## src/rtl/dmem_arb_pkg.sv

```systemverilog
// -----------------------------------------------------------------------------
// dmem_arb_pkg
// Shared types and constants for the two-port data-memory arbiter.
//   arb_state_e : sequencer states (IDLE, ACCESS)
//   PORT_PIPE / PORT_AUX : port identifiers (pipeline load/store, aux master)
//   mem_req_t   : one latched memory request (we, addr, wdata)
//   STARVE_W    : width of the saturating starvation counter
//   sat_inc16   : saturating 16-bit increment used by the statistics counters
// -----------------------------------------------------------------------------
package dmem_arb_pkg;

    typedef enum logic {
        IDLE   = 1'b0,
        ACCESS = 1'b1
    } arb_state_e;

    localparam logic PORT_PIPE = 1'b0;
    localparam logic PORT_AUX  = 1'b1;

    localparam int STARVE_W = 4;
    localparam logic [STARVE_W-1:0] STARVE_SAT = '1;

    typedef struct packed {
        logic        we;
        logic [31:0] addr;
        logic [31:0] wdata;
    } mem_req_t;

    function automatic logic [15:0] sat_inc16(input logic [15:0] v);
        return (v == 16'hFFFF) ? v : v + 16'd1;
    endfunction

endpackage

```

## src/rtl/dmem_arbiter_if.sv

```systemverilog
// -----------------------------------------------------------------------------
// dmem_arbiter_if
// One requester port of the data-memory arbiter.
//   valid, we, addr, wdata : request, driven by the requester (master)
//   ready                  : request accepted this cycle (combinational)
//   rsp_valid, rsp_rdata   : one-cycle response pulse and read data
//                            (rsp_rdata is 0 for writes)
// The arbiter uses the slave modport, requesters use the master modport.
// -----------------------------------------------------------------------------
interface dmem_arbiter_if;

    logic        valid;
    logic        we;
    logic [31:0] addr;
    logic [31:0] wdata;
    logic        ready;
    logic        rsp_valid;
    logic [31:0] rsp_rdata;

    modport master (
        output valid, we, addr, wdata,
        input  ready, rsp_valid, rsp_rdata
    );

    modport slave (
        input  valid, we, addr, wdata,
        output ready, rsp_valid, rsp_rdata
    );

endinterface

```

## src/rtl/dmem_arb_prio.sv

```systemverilog
// -----------------------------------------------------------------------------
// dmem_arb_prio
// Grant selection for the two-port data-memory arbiter plus the starvation
// counter that lets the auxiliary port overtake the pipeline port.
//   clk, rst_n         : clock, asynchronous active-low reset
//   p0_valid, p1_valid : request valid per port
//   idle               : sequencer is in IDLE and may accept
//   grant0, grant1     : combinational one-hot grant (both 0 when not idle)
// Parameter STARVE_MAX: lost arbitration cycles before port 1 wins a tie.
// -----------------------------------------------------------------------------
module dmem_arb_prio
    import dmem_arb_pkg::*;
#(
    parameter int STARVE_MAX = 4
) (
    input  logic clk,
    input  logic rst_n,
    input  logic p0_valid,
    input  logic p1_valid,
    input  logic idle,
    output logic grant0,
    output logic grant1
);

    localparam logic [STARVE_W-1:0] STARVE_THR = STARVE_W'(STARVE_MAX);

    logic [STARVE_W-1:0] starve_cnt_q;
    logic [STARVE_W-1:0] starve_cnt_d;
    logic                p1_wins;

    // Port 1 wins when it is alone, or when a tie happens after it has lost
    // STARVE_MAX consecutive arbitration rounds.
    assign p1_wins = p1_valid & (~p0_valid | (starve_cnt_q >= STARVE_THR));
    assign grant1  = idle & p1_wins;
    assign grant0  = idle & p0_valid & ~p1_wins;

    always_comb begin
        starve_cnt_d = starve_cnt_q;
        // Only arbitration cycles move the counter; it holds during ACCESS.
        if (idle) begin
            if (grant1 || !p1_valid) begin
                starve_cnt_d = '0;
            end else if (grant0 && (starve_cnt_q != STARVE_SAT)) begin
                starve_cnt_d = starve_cnt_q + 1'b1;
            end
        end
    end

    always_ff @(posedge clk or negedge rst_n) begin
        if (!rst_n) begin
            starve_cnt_q <= '0;
        end else begin
            starve_cnt_q <= starve_cnt_d;
        end
    end

endmodule

```

## src/rtl/dmem_arbiter.sv

```systemverilog
// -----------------------------------------------------------------------------
// dmem_arbiter
// Shares one data memory between the pipeline load/store port (p0) and an
// auxiliary master (p1). One request is accepted at a time; the memory
// controls are then held for MEM_LAT cycles and a registered one-cycle
// response is returned to the owning port in the cycle after the access.
//   clk, rst_n          : clock, asynchronous active-low reset
//   p0, p1              : requester ports (dmem_arbiter_if.slave)
//   pipe_stall          : p0 request pending but not accepted this cycle
//   mem_read, mem_write : dmem memread / memwrite (write held one cycle only)
//   mem_addr, mem_wd    : dmem address / write data (hold when idle)
//   mem_rd              : dmem read data
// Optional build macro DMEM_ARB_STATS_EN adds saturating 16-bit counters:
//   stat_grant0, stat_grant1 : accepts per port
//   stat_conflict            : IDLE cycles with both ports valid
// Parameters: MEM_LAT (1..15), STARVE_MAX (1..15).
// -----------------------------------------------------------------------------
module dmem_arbiter
    import dmem_arb_pkg::*;
#(
    parameter int MEM_LAT    = 1,
    parameter int STARVE_MAX = 4
) (
    input  logic          clk,
    input  logic          rst_n,
    dmem_arbiter_if.slave p0,
    dmem_arbiter_if.slave p1,
    output logic          pipe_stall,
    output logic          mem_read,
    output logic          mem_write,
    output logic [31:0]   mem_addr,
    output logic [31:0]   mem_wd,
    input  logic [31:0]   mem_rd
`ifdef DMEM_ARB_STATS_EN
    ,
    output logic [15:0]   stat_grant0,
    output logic [15:0]   stat_grant1,
    output logic [15:0]   stat_conflict
`endif
);

    localparam logic [3:0] LAT_INIT = 4'(MEM_LAT - 1);

    arb_state_e       state_q, state_d;
    mem_req_t         req_q, req_d;
    logic             owner_q, owner_d;
    logic [3:0]       lat_cnt_q, lat_cnt_d;
    logic             mem_read_q, mem_read_d;
    logic             mem_write_q, mem_write_d;
    logic [1:0]       rsp_valid_q, rsp_valid_d;
    logic [1:0][31:0] rsp_rdata_q, rsp_rdata_d;

    logic             idle;
    logic             grant0;
    logic             grant1;
    logic             accept;
    mem_req_t         p0_req;
    mem_req_t         p1_req;

    assign idle   = (state_q == IDLE);
    assign accept = grant0 | grant1;
    assign p0_req = {p0.we, p0.addr, p0.wdata};
    assign p1_req = {p1.we, p1.addr, p1.wdata};

    dmem_arb_prio #(
        .STARVE_MAX (STARVE_MAX)
    ) u_prio (
        .clk      (clk),
        .rst_n    (rst_n),
        .p0_valid (p0.valid),
        .p1_valid (p1.valid),
        .idle     (idle),
        .grant0   (grant0),
        .grant1   (grant1)
    );

    // Next-state and registered-output computation for the sequencer.
    always_comb begin
        state_d     = state_q;
        req_d       = req_q;
        owner_d     = owner_q;
        lat_cnt_d   = lat_cnt_q;
        mem_read_d  = 1'b0;
        mem_write_d = 1'b0;
        rsp_valid_d = '0;
        rsp_rdata_d = rsp_rdata_q;

        unique case (state_q)
            IDLE: begin
                if (accept) begin
                    owner_d     = grant1 ? PORT_AUX : PORT_PIPE;
                    req_d       = grant1 ? p1_req : p0_req;
                    lat_cnt_d   = LAT_INIT;
                    mem_read_d  = ~req_d.we;
                    // Write strobe only in the first ACCESS cycle so dmem
                    // sees exactly one write edge regardless of MEM_LAT.
                    mem_write_d = req_d.we;
                    state_d     = ACCESS;
                end
            end
            ACCESS: begin
                if (lat_cnt_q == 4'd0) begin
                    state_d              = IDLE;
                    rsp_valid_d[owner_q] = 1'b1;
                    rsp_rdata_d[owner_q] = req_q.we ? 32'd0 : mem_rd;
                end else begin
                    lat_cnt_d  = lat_cnt_q - 4'd1;
                    mem_read_d = ~req_q.we;
                end
            end
            default: begin
                state_d = IDLE;
            end
        endcase
    end

    always_ff @(posedge clk or negedge rst_n) begin
        if (!rst_n) begin
            state_q     <= IDLE;
            req_q       <= '0;
            owner_q     <= PORT_PIPE;
            lat_cnt_q   <= '0;
            mem_read_q  <= 1'b0;
            mem_write_q <= 1'b0;
            rsp_valid_q <= '0;
            rsp_rdata_q <= '0;
        end else begin
            state_q     <= state_d;
            req_q       <= req_d;
            owner_q     <= owner_d;
            lat_cnt_q   <= lat_cnt_d;
            mem_read_q  <= mem_read_d;
            mem_write_q <= mem_write_d;
            rsp_valid_q <= rsp_valid_d;
            rsp_rdata_q <= rsp_rdata_d;
        end
    end

    assign p0.ready     = grant0;
    assign p1.ready     = grant1;
    assign p0.rsp_valid = rsp_valid_q[0];
    assign p1.rsp_valid = rsp_valid_q[1];
    assign p0.rsp_rdata = rsp_rdata_q[0];
    assign p1.rsp_rdata = rsp_rdata_q[1];
    assign pipe_stall   = p0.valid & ~grant0;

    // Address and write data come straight from the latched request, so they
    // keep their last values while idle.
    assign mem_read  = mem_read_q;
    assign mem_write = mem_write_q;
    assign mem_addr  = req_q.addr;
    assign mem_wd    = req_q.wdata;

`ifdef DMEM_ARB_STATS_EN
    logic [15:0] stat_grant0_q, stat_grant0_d;
    logic [15:0] stat_grant1_q, stat_grant1_d;
    logic [15:0] stat_conflict_q, stat_conflict_d;

    always_comb begin
        stat_grant0_d   = grant0 ? sat_inc16(stat_grant0_q) : stat_grant0_q;
        stat_grant1_d   = grant1 ? sat_inc16(stat_grant1_q) : stat_grant1_q;
        stat_conflict_d = (idle && p0.valid && p1.valid) ?
                          sat_inc16(stat_conflict_q) : stat_conflict_q;
    end

    always_ff @(posedge clk or negedge rst_n) begin
        if (!rst_n) begin
            stat_grant0_q   <= '0;
            stat_grant1_q   <= '0;
            stat_conflict_q <= '0;
        end else begin
            stat_grant0_q   <= stat_grant0_d;
            stat_grant1_q   <= stat_grant1_d;
            stat_conflict_q <= stat_conflict_d;
        end
    end

    assign stat_grant0   = stat_grant0_q;
    assign stat_grant1   = stat_grant1_q;
    assign stat_conflict = stat_conflict_q;
`endif

endmodule
```

## src/flat_wrapper.sv

```systemverilog
// flat-port wrapper written by rule: the top's interface ports become plain ports
module dmem_arbiter_flat import dmem_arb_pkg::*;
#(
    parameter int MEM_LAT    = 1,
    parameter int STARVE_MAX = 4
)
  (clk, rst_n, pipe_stall, mem_read, mem_write, mem_addr, mem_wd, mem_rd, p0_valid, p0_we, p0_addr, p0_wdata, p0_ready, p0_rsp_valid, p0_rsp_rdata, p1_valid, p1_we, p1_addr, p1_wdata, p1_ready, p1_rsp_valid, p1_rsp_rdata);
  dmem_arbiter_if p0_i ();
  dmem_arbiter_if p1_i ();
  input  logic clk;
  input  logic rst_n;
  output logic pipe_stall;
  output logic mem_read;
  output logic mem_write;
  output logic [31:0] mem_addr;
  output logic [31:0] mem_wd;
  input  logic [31:0] mem_rd;
  input wire logic [$bits(p0_i.valid)-1:0] p0_valid;
  input wire logic [$bits(p0_i.we)-1:0] p0_we;
  input wire logic [$bits(p0_i.addr)-1:0] p0_addr;
  input wire logic [$bits(p0_i.wdata)-1:0] p0_wdata;
  output wire logic [$bits(p0_i.ready)-1:0] p0_ready;
  output wire logic [$bits(p0_i.rsp_valid)-1:0] p0_rsp_valid;
  output wire logic [$bits(p0_i.rsp_rdata)-1:0] p0_rsp_rdata;
  input wire logic [$bits(p1_i.valid)-1:0] p1_valid;
  input wire logic [$bits(p1_i.we)-1:0] p1_we;
  input wire logic [$bits(p1_i.addr)-1:0] p1_addr;
  input wire logic [$bits(p1_i.wdata)-1:0] p1_wdata;
  output wire logic [$bits(p1_i.ready)-1:0] p1_ready;
  output wire logic [$bits(p1_i.rsp_valid)-1:0] p1_rsp_valid;
  output wire logic [$bits(p1_i.rsp_rdata)-1:0] p1_rsp_rdata;
  assign p0_i.valid = p0_valid;
  assign p0_i.we = p0_we;
  assign p0_i.addr = p0_addr;
  assign p0_i.wdata = p0_wdata;
  assign p0_ready = p0_i.ready;
  assign p0_rsp_valid = p0_i.rsp_valid;
  assign p0_rsp_rdata = p0_i.rsp_rdata;
  assign p1_i.valid = p1_valid;
  assign p1_i.we = p1_we;
  assign p1_i.addr = p1_addr;
  assign p1_i.wdata = p1_wdata;
  assign p1_ready = p1_i.ready;
  assign p1_rsp_valid = p1_i.rsp_valid;
  assign p1_rsp_rdata = p1_i.rsp_rdata;
  dmem_arbiter #(.MEM_LAT(MEM_LAT), .STARVE_MAX(STARVE_MAX)) u_core (.clk(clk), .rst_n(rst_n), .p0(p0_i), .p1(p1_i), .pipe_stall(pipe_stall), .mem_read(mem_read), .mem_write(mem_write), .mem_addr(mem_addr), .mem_wd(mem_wd), .mem_rd(mem_rd));
endmodule
```

## config.mk

```make
export PLATFORM = sky130hd
export DESIGN_NAME = dmem_arbiter_flat
export DESIGN_NICKNAME = d
export VERILOG_FILES = /design/src/rtl/dmem_arb_pkg.sv /design/src/rtl/dmem_arbiter_if.sv /design/src/rtl/dmem_arb_prio.sv /design/src/rtl/dmem_arbiter.sv /design/src/flat_wrapper.sv
export SDC_FILE = /design/constraint.sdc
export NUM_CORES = 1
export LEC_CHECK = 0
export BUFFER_PORTS_ARGS = -buffer_cell sky130_fd_sc_hd__buf_2
export CELL_PAD_IN_SITES_DETAIL_PLACEMENT = 1
export CELL_PAD_IN_SITES_GLOBAL_PLACEMENT = 2
export CORE_MARGIN = 2
export CORE_UTILIZATION = 31
export DETAILED_ROUTE_END_ITERATION = 6
export GPL_TIMING_DRIVEN = 1
export HOLD_SLACK_MARGIN = 0.03
export PLACE_DENSITY_LB_ADDON = 0.1
export SLEW_MARGIN = 10
export SYNTH_ARGS = -nofsm -noshare
export SYNTH_HDL_FRONTEND = slang
export SYNTH_SLANG_ARGS = --single-unit
export TNS_END_PERCENT = 5
```

## constraint.sdc

```tcl
create_clock -name clk -period 2.8 [get_ports clk]
set_input_delay 0.28 -clock clk [delete_from_list [all_inputs] [get_ports clk]]
set_output_delay 0.28 -clock clk [all_outputs]
set_load 0.01 [all_outputs]
```

==> flow_summary_export.csv, run 1 <==
group,metric,value,unit
floorplan,io_pins,301,
drt,vias,4877,
clock_tree,clockBufferDepth,2,
placed_design,dpl.hpwl,13.7,mm
worst_setup_path,cp-start-kind,"register",
cells_and_area,drive_above_1_share,53.3,%
hold_path,whs_endpoint,"u_core.mem_wd[29]$_DFFE_PN0P_",
timing,fmax,430,MHz
drt,avgRoutedWirePerCell,18.4,um
floorplan,die-area,22300,sq um
power_and_ir_drop,ir_worst_vdd,0.383,mV
clock_tree,hold_buffers,1,
timing,tightest_slew,0.580,ns
power_and_ir_drop,p_leak,4.41,nW
grt,grt_first_pass_wirelength,29.4,mm
drt,antenna_left,0,
grt,grt_pass1_vias,5358,
worst_setup_path,cp_max_fo,26,
floorplan,rows,53,
worst_setup_path,critPathCaptureType,"output port",
yosys,synthTopCellsByArea,"dfrtp_1, mux2_2, a221o_1, buf_4, and2_1",
floorplan,die_y,149,um
worst_setup_path,worstReg2RegEnd,"u_core.p1.rsp_rdata[23]$_DFFE_PN0P_",
outcome,status,"finished, final reports clean",
clock_tree,htreeDepth,4,
worst_setup_path,critical_path_arrival,2.05,ns
timing,setup_viol,0,
yosys,synth_edf_count,0,
yosys,async_flop_share,100,%
yosys,ys_top_cells_by_count,"dfrtp_1, and2_1, a221o_1, buf_4, mux2_2",
timing,rsz0062_at_grt,"false",
timing,fin_tns_setup,0,ns
timing,fin_crit_sh,83.1,%
drt,viasPerCell,4.69,
clock_tree,cts_buffers,17,
timing,period_needed,2.33,ns
power_and_ir_drop,finalPower,0.00723,W
worst_setup_path,r2r_slack,0.61,ns
placed_design,numPortBuffers,300,
cells_and_area,instances_no_fill,1039,
placed_design,place_congestion,0.769,
worst_setup_path,criticalPathCategory,"reg -> out",
yosys,ys.flop_type,"dfrtp_1",
worst_setup_path,crit_required,2.52,ns
grt,grt_antenna_before_repair,2,
drt,drtPass1Iterations,4,
drt,drtIter0Drc,155,
cells_and_area,final_core_util,40.8,%
floorplan,start_util,31.3,%
floorplan,core-area,20900,sq um
cells_and_area,final_area,8530,sq um
yosys,yosys.area.top_type_share,54.7,%
timing,hold_viol_final,0,
clock_tree,cts.sinks,143,
timing,slew_violations,0,
hold_path,hold_class,"in -> reg",
timing,max_slew_margin,61.3,%
yosys,mappedNetlistArea,6540,sq um
yosys,synth_top_area_cell,"dfrtp_1",
yosys,yosys_warnings,0,
clock_tree,cts_setup_buffers,0,
cells_and_area,nets,918,
yosys,synth_cell_types,35,
placed_design,dpl_cell_area,7870,sq um
clock_tree,clk_latency,0.42,ns
drt,route.detailed.drc,0,
placed_design,placed_cells,1005,
clock_tree,clkTransAtPathRegs,0.06,ns
power_and_ir_drop,power.density,848,nW/um^2
hold_path,min_path_cells,2,
grt,grt_overflow,0,
yosys,netlist_instances,517,
clock_tree,ctsResizeCount,0,
yosys,syn_avg_cell_area,12.6,sq um
hold_path,hold_start,"p1_wdata[29]",
yosys,yosysMostFrequentCell,"dfrtp_1",
grt,grt_max_degree,67,
clock_tree,cts_root_buf,"clkbuf_16",
yosys,ys_seq_elements,143,
worst_setup_path,r2r-start,"u_core.lat_cnt_q[0]$_DFFE_PN0P_",
clock_tree,cts_tree,"yes",
yosys,syn-num-nets,685,
drt,totalWireLength,19.1,mm
yosys,seq_area_frac_synth,54.7,%
timing,skew,0.0107,ns
floorplan,die_w,149,um
job,drv_cap,0,
worst_setup_path,worstRegToRegCells,6,
grt,grtUsageTotal,17.2,%
cells_and_area,area_delta_synth_final,30.5,%
-- final cells by class --
cell class,instances,area [sq um]
antenna,1,2.50
clock buffer,18,439
clock inverter,14,208
fill,2328,12400
inverter,7,26.3
multi-input combinational,270,2290
sequential,143,3580
tap,275,344
timing repair buffer,311,1640
-- power by group --
group          switching [W]  internal [W]  total, W  leakage (nW)
clock               0.000929       0.00153   0.00246         0.309
sequential          0.000270       0.00258   0.00285          1.82
combinational       0.000967      0.000951   0.00192          2.28
total                0.00217       0.00507   0.00723          4.41
-- per-layer routing --
| metal | GRT usage (%) | routed length (um) | share of wire, % |
|---|---|---|---|
| met1 | 20.8 | 7770 | 41 |
| met2 | 28.2 | 9270 | 49 |
| met3 | 6.27 | 1610 | 8.4 |
| met4 | 6.67 | 418 | 2.2 |
| met5 | 0 | 16 | 0.084 |
-- flip-flops by register name (all words and copies together), names as in the netlist, 2 cells and up --
| signal | count |
|---|---|
| u_core.mem_addr | 32 |
| u_core.mem_wd | 32 |
| u_core.p0.rsp_rdata | 32 |
| u_core.p1.rsp_rdata | 32 |
| u_core.lat_cnt_q | 4 |
| u_core.u_prio.starve_cnt_q | 4 |
| u_core.rsp_valid_q | 2 |
-- worst max-delay path, cell delays in order, from the launching register on --
cell	delay, ns
dfrtp_1	0.54
inv_1	0.25
nand3_2	0.14
inv_2	0.45
buf_2	0.24
-- cells by family after synthesis --
family / after synthesis / share of synthesized area (%)
flip-flops: 143 / 54.7
AND/OR/NAND/NOR: 119 / 11.5
buffers and inverters: 104 / 10.5
AO/OA/AOI/OAI: 83 / 11.5
multiplexers: 66 / 11.3
adder cells (fa/ha/maj): 2 / 0.383
-- stage by stage --
step	setup slack [ns]	hold slack [ns]
2_1_floorplan	1.00	-0.0156
3_3_place_gp	0.682	0.293
3_5_place_dp	0.565	0.293
4_1_cts	0.414	0.0573
5_1_grt	0.291	0.0629
6_report	0.472	0.0852
-- cell usage in the layout, fill, tap and decap left out, types with 3 or more instances in the layout --
cell type,netlist,routed
a21oi_1,3,3
a221o_1,64,64
and2_1,66,65
buf_12,0,4
buf_2,10,299
buf_4,64,6
bufinv_16,0,4
clkbuf_16,0,17
clkinv_4,0,5
dfrtp_1,143,143
inv_1,6,6
mux2_1,7,7
mux2_2,58,58
nand2_1,3,3
nor2b_1,36,36
o21ai_0,11,11
-- how the worst max path moves through the flow --
stage                               startpoint                                   to  slack (ns)  cells past startpoint
2_1_floorplan  u_core.lat_cnt_q[0]$_DFFE_PN0P_  u_core.p0.rsp_rdata[10]$_DFFE_PN0P_        1.00                      7
3_3_place_gp   u_core.lat_cnt_q[0]$_DFFE_PN0P_  u_core.p1.rsp_rdata[25]$_DFFE_PN0P_        0.68                      6
3_5_place_dp   u_core.lat_cnt_q[0]$_DFFE_PN0P_  u_core.p1.rsp_rdata[23]$_DFFE_PN0P_        0.56                      6
4_1_cts               u_core.state_q$_DFF_PN0_                             p1_ready        0.41                      4
5_1_grt               u_core.state_q$_DFF_PN0_                             p1_ready        0.29                      4
6_report              u_core.state_q$_DFF_PN0_                             p1_ready        0.47                      4
Power figures use the tool's default switching activity.
==> inputs of run 2 (changes only) <==
--- a/config.mk
+++ b/config.mk
@@ -9,7 +9,7 @@
 export CELL_PAD_IN_SITES_DETAIL_PLACEMENT = 1
 export CELL_PAD_IN_SITES_GLOBAL_PLACEMENT = 2
 export CORE_MARGIN = 2
-export CORE_UTILIZATION = 31
+export CORE_UTILIZATION = 26
 export DETAILED_ROUTE_END_ITERATION = 6
 export GPL_TIMING_DRIVEN = 1
 export HOLD_SLACK_MARGIN = 0.03
==> constraint.sdc (replaced) <==
create_clock -name clk -period 1.9 [get_ports clk]
set_input_delay 0.19 -clock clk [delete_from_list [all_inputs] [get_ports clk]]
set_output_delay 0.19 -clock clk [all_outputs]
set_load 0.01 [all_outputs]
==> flow_summary_export.csv, run 2 (same netlist as run 1, synthesis figures left out) <==
group,metric,value,unit
outcome,status,"finished, final reports clean",
grt,met3_usage,4.66,%
worst_setup_path,critical_path_arrival,1.65,ns
grt,grt_max_degree,75,
timing,hold_viol_final,0,
clock_tree,cts.sinks,143,
drt,vias,5605,
job,drv_cap,0,
timing,fin_crit_sh,96.9,%
floorplan,die_w,163,um
drt,avgRoutedWirePerCell,18.5,um
power_and_ir_drop,power.density,1060,nW/um^2
grt,grt_overflow,0,
cells_and_area,area_delta_synth_final,54.9,%
timing,setup_viol,0,
grt,use_met2,29.8,%
clock_tree,clockBufferDepth,2,
placed_design,dpl.hpwl,14.5,mm
clock_tree,cts_buffers,17,
hold_path,hold_class,"in -> reg",
grt,grtUsageTotal,17.1,%
floorplan,start_util,26.2,%
drt,antenna_left,0,
worst_setup_path,critPathCaptureType,"output port",
timing,period_needed,1.84,ns
drt,totalWireLength,22.9,mm
grt,grt_first_pass_wirelength,34.9,mm
worst_setup_path,cp-start-kind,"register",
timing,tightest_slew,0.568,ns
power_and_ir_drop,p_leak,5.07,nW
floorplan,die_y,163,um
floorplan,core-area,25000,sq um
floorplan,die-area,26400,sq um
worst_setup_path,criticalPathCategory,"reg -> out",
grt,grt_pass1_vias,6310,
cells_and_area,final_core_util,40.6,%
timing,hold_slack,0.0443,ns
cells_and_area,nets,1062,
clock_tree,clkTransAtPathRegs,0.07,ns
placed_design,numPortBuffers,300,
grt,busiest_layer,"met2",
timing,rsz0062_at_grt,"true",
worst_setup_path,worstRegToRegCells,6,
cells_and_area,most-common-layout-cells,"buf_2, dfrtp_1, dlygate4sd3_1",
drt,viasPerCell,4.52,
worst_setup_path,crit_required,1.71,ns
floorplan,io_pins,301,
timing,fmax,543,MHz
floorplan,rows,58,
hold_path,min_path_cells,2,
timing,fin_tns_setup,0,ns
grt,grt_antenna_before_repair,1,
drt,drtIter0Drc,210,
placed_design,placed_cells,1062,
power_and_ir_drop,ir_worst_vdd,0.487,mV
drt,drtPass1Iterations,5,
drt,route.detailed.drc,0,
placed_design,place_congestion,0.760,
timing,skew,0.0148,ns
cells_and_area,instances_no_fill,1239,
cells_and_area,drive_above_1_share,47.1,%
grt,use_met1,20.3,%
clock_tree,htreeDepth,4,
timing,slew_violations,0,
cells_and_area,final_common_cell,"buf_2",
worst_setup_path,cp_max_fo,3,
clock_tree,cts_tree,"yes",
timing,max_slew_margin,61.7,%
clock_tree,clk_latency,0.42,ns
clock_tree,cts_root_buf,"clkbuf_16",
-- run 2: per-layer routing --
layer  vias up  part of all wire [%]  wire length, um
met5         -                     0                0
met4         0                   1.9              434
met3        31                   6.3             1450
met2       224                    51            11600
met1      2812                    41             9400
li1       2538                     -                -
-- run 2: final cells by class --
| type | instances | area, sq um |
|---|---|---|
| clock inverters | 13 | 128 |
| multi-input cells | 270 | 2320 |
| diodes | 2 | 5.00 |
| inverters | 7 | 31.3 |
| fillers | 2755 | 14800 |
| well taps | 330 | 413 |
| flip-flops and latches | 143 | 3580 |
| repair buffers | 455 | 3200 |
| clock buffers | 19 | 453 |
-- run 2: timing repair --
action,in CTS,in global routing
gates cloned,3,3
endpoints found under the setup margin,32,34
pin swaps,2,1
hold endpoints to repair,207,0
hold buffers,128,0
gates resized for setup,9,3
buffers inserted,3,6
-- run 2: through the flow --
stage	total power [W]	setup WS [ns]	area [sq um]
2_1_floorplan	0.00609	0.101	6540
3_3_place_gp	0.00714	0.0591	7990
3_5_place_dp	0.00721	-0.0211	7990
4_1_cts	0.0109	0.00724	10000
5_1_grt	0.0114	-0.0197	10100
6_report	0.0108	0.0595	10100
-- run 2: path summary, 6_finish.rpt --
check	start	to	slack (ns)
setup / recovery	u_core.u_prio.starve_cnt_q[2]$_DFFE_PN0P_	p1_ready	0.06
hold / removal	p1_addr[12]	u_core.mem_addr[12]$_DFFE_PN0P_	0.04
setup reg to reg	u_core.lat_cnt_q[0]$_DFFE_PN0P_	u_core.p0.rsp_rdata[13]$_DFFE_PN0P_	0.07
hold reg to reg	u_core.p0.rsp_rdata[31]$_DFFE_PN0P_	u_core.p0.rsp_rdata[31]$_DFFE_PN0P_	0.48
max in group asynchronous	rst_n	u_core.state_q$_DFF_PN0_	1.18
min in group asynchronous	rst_n	u_core.rsp_valid_q[1]$_DFF_PN0_	0.33
-- run 2: report_power, final --
part	switching [W]	leakage, nW	total (W)	internal, W
logic	0.00157	2.96	0.00327	0.00170
registers	0.000403	1.82	0.00421	0.00381
clock network	0.00140	0.283	0.00330	0.00190
total	0.00337	5.07	0.0108	0.00741
-- run 2: critical path, stage by stage, from the launching register on --
cell and delay [ns]:
dfrtp_1 0.39, or3b_4 0.42, nand3_4 0.11, inv_6 0.06
buf_16 0.12, buf_2 0.13
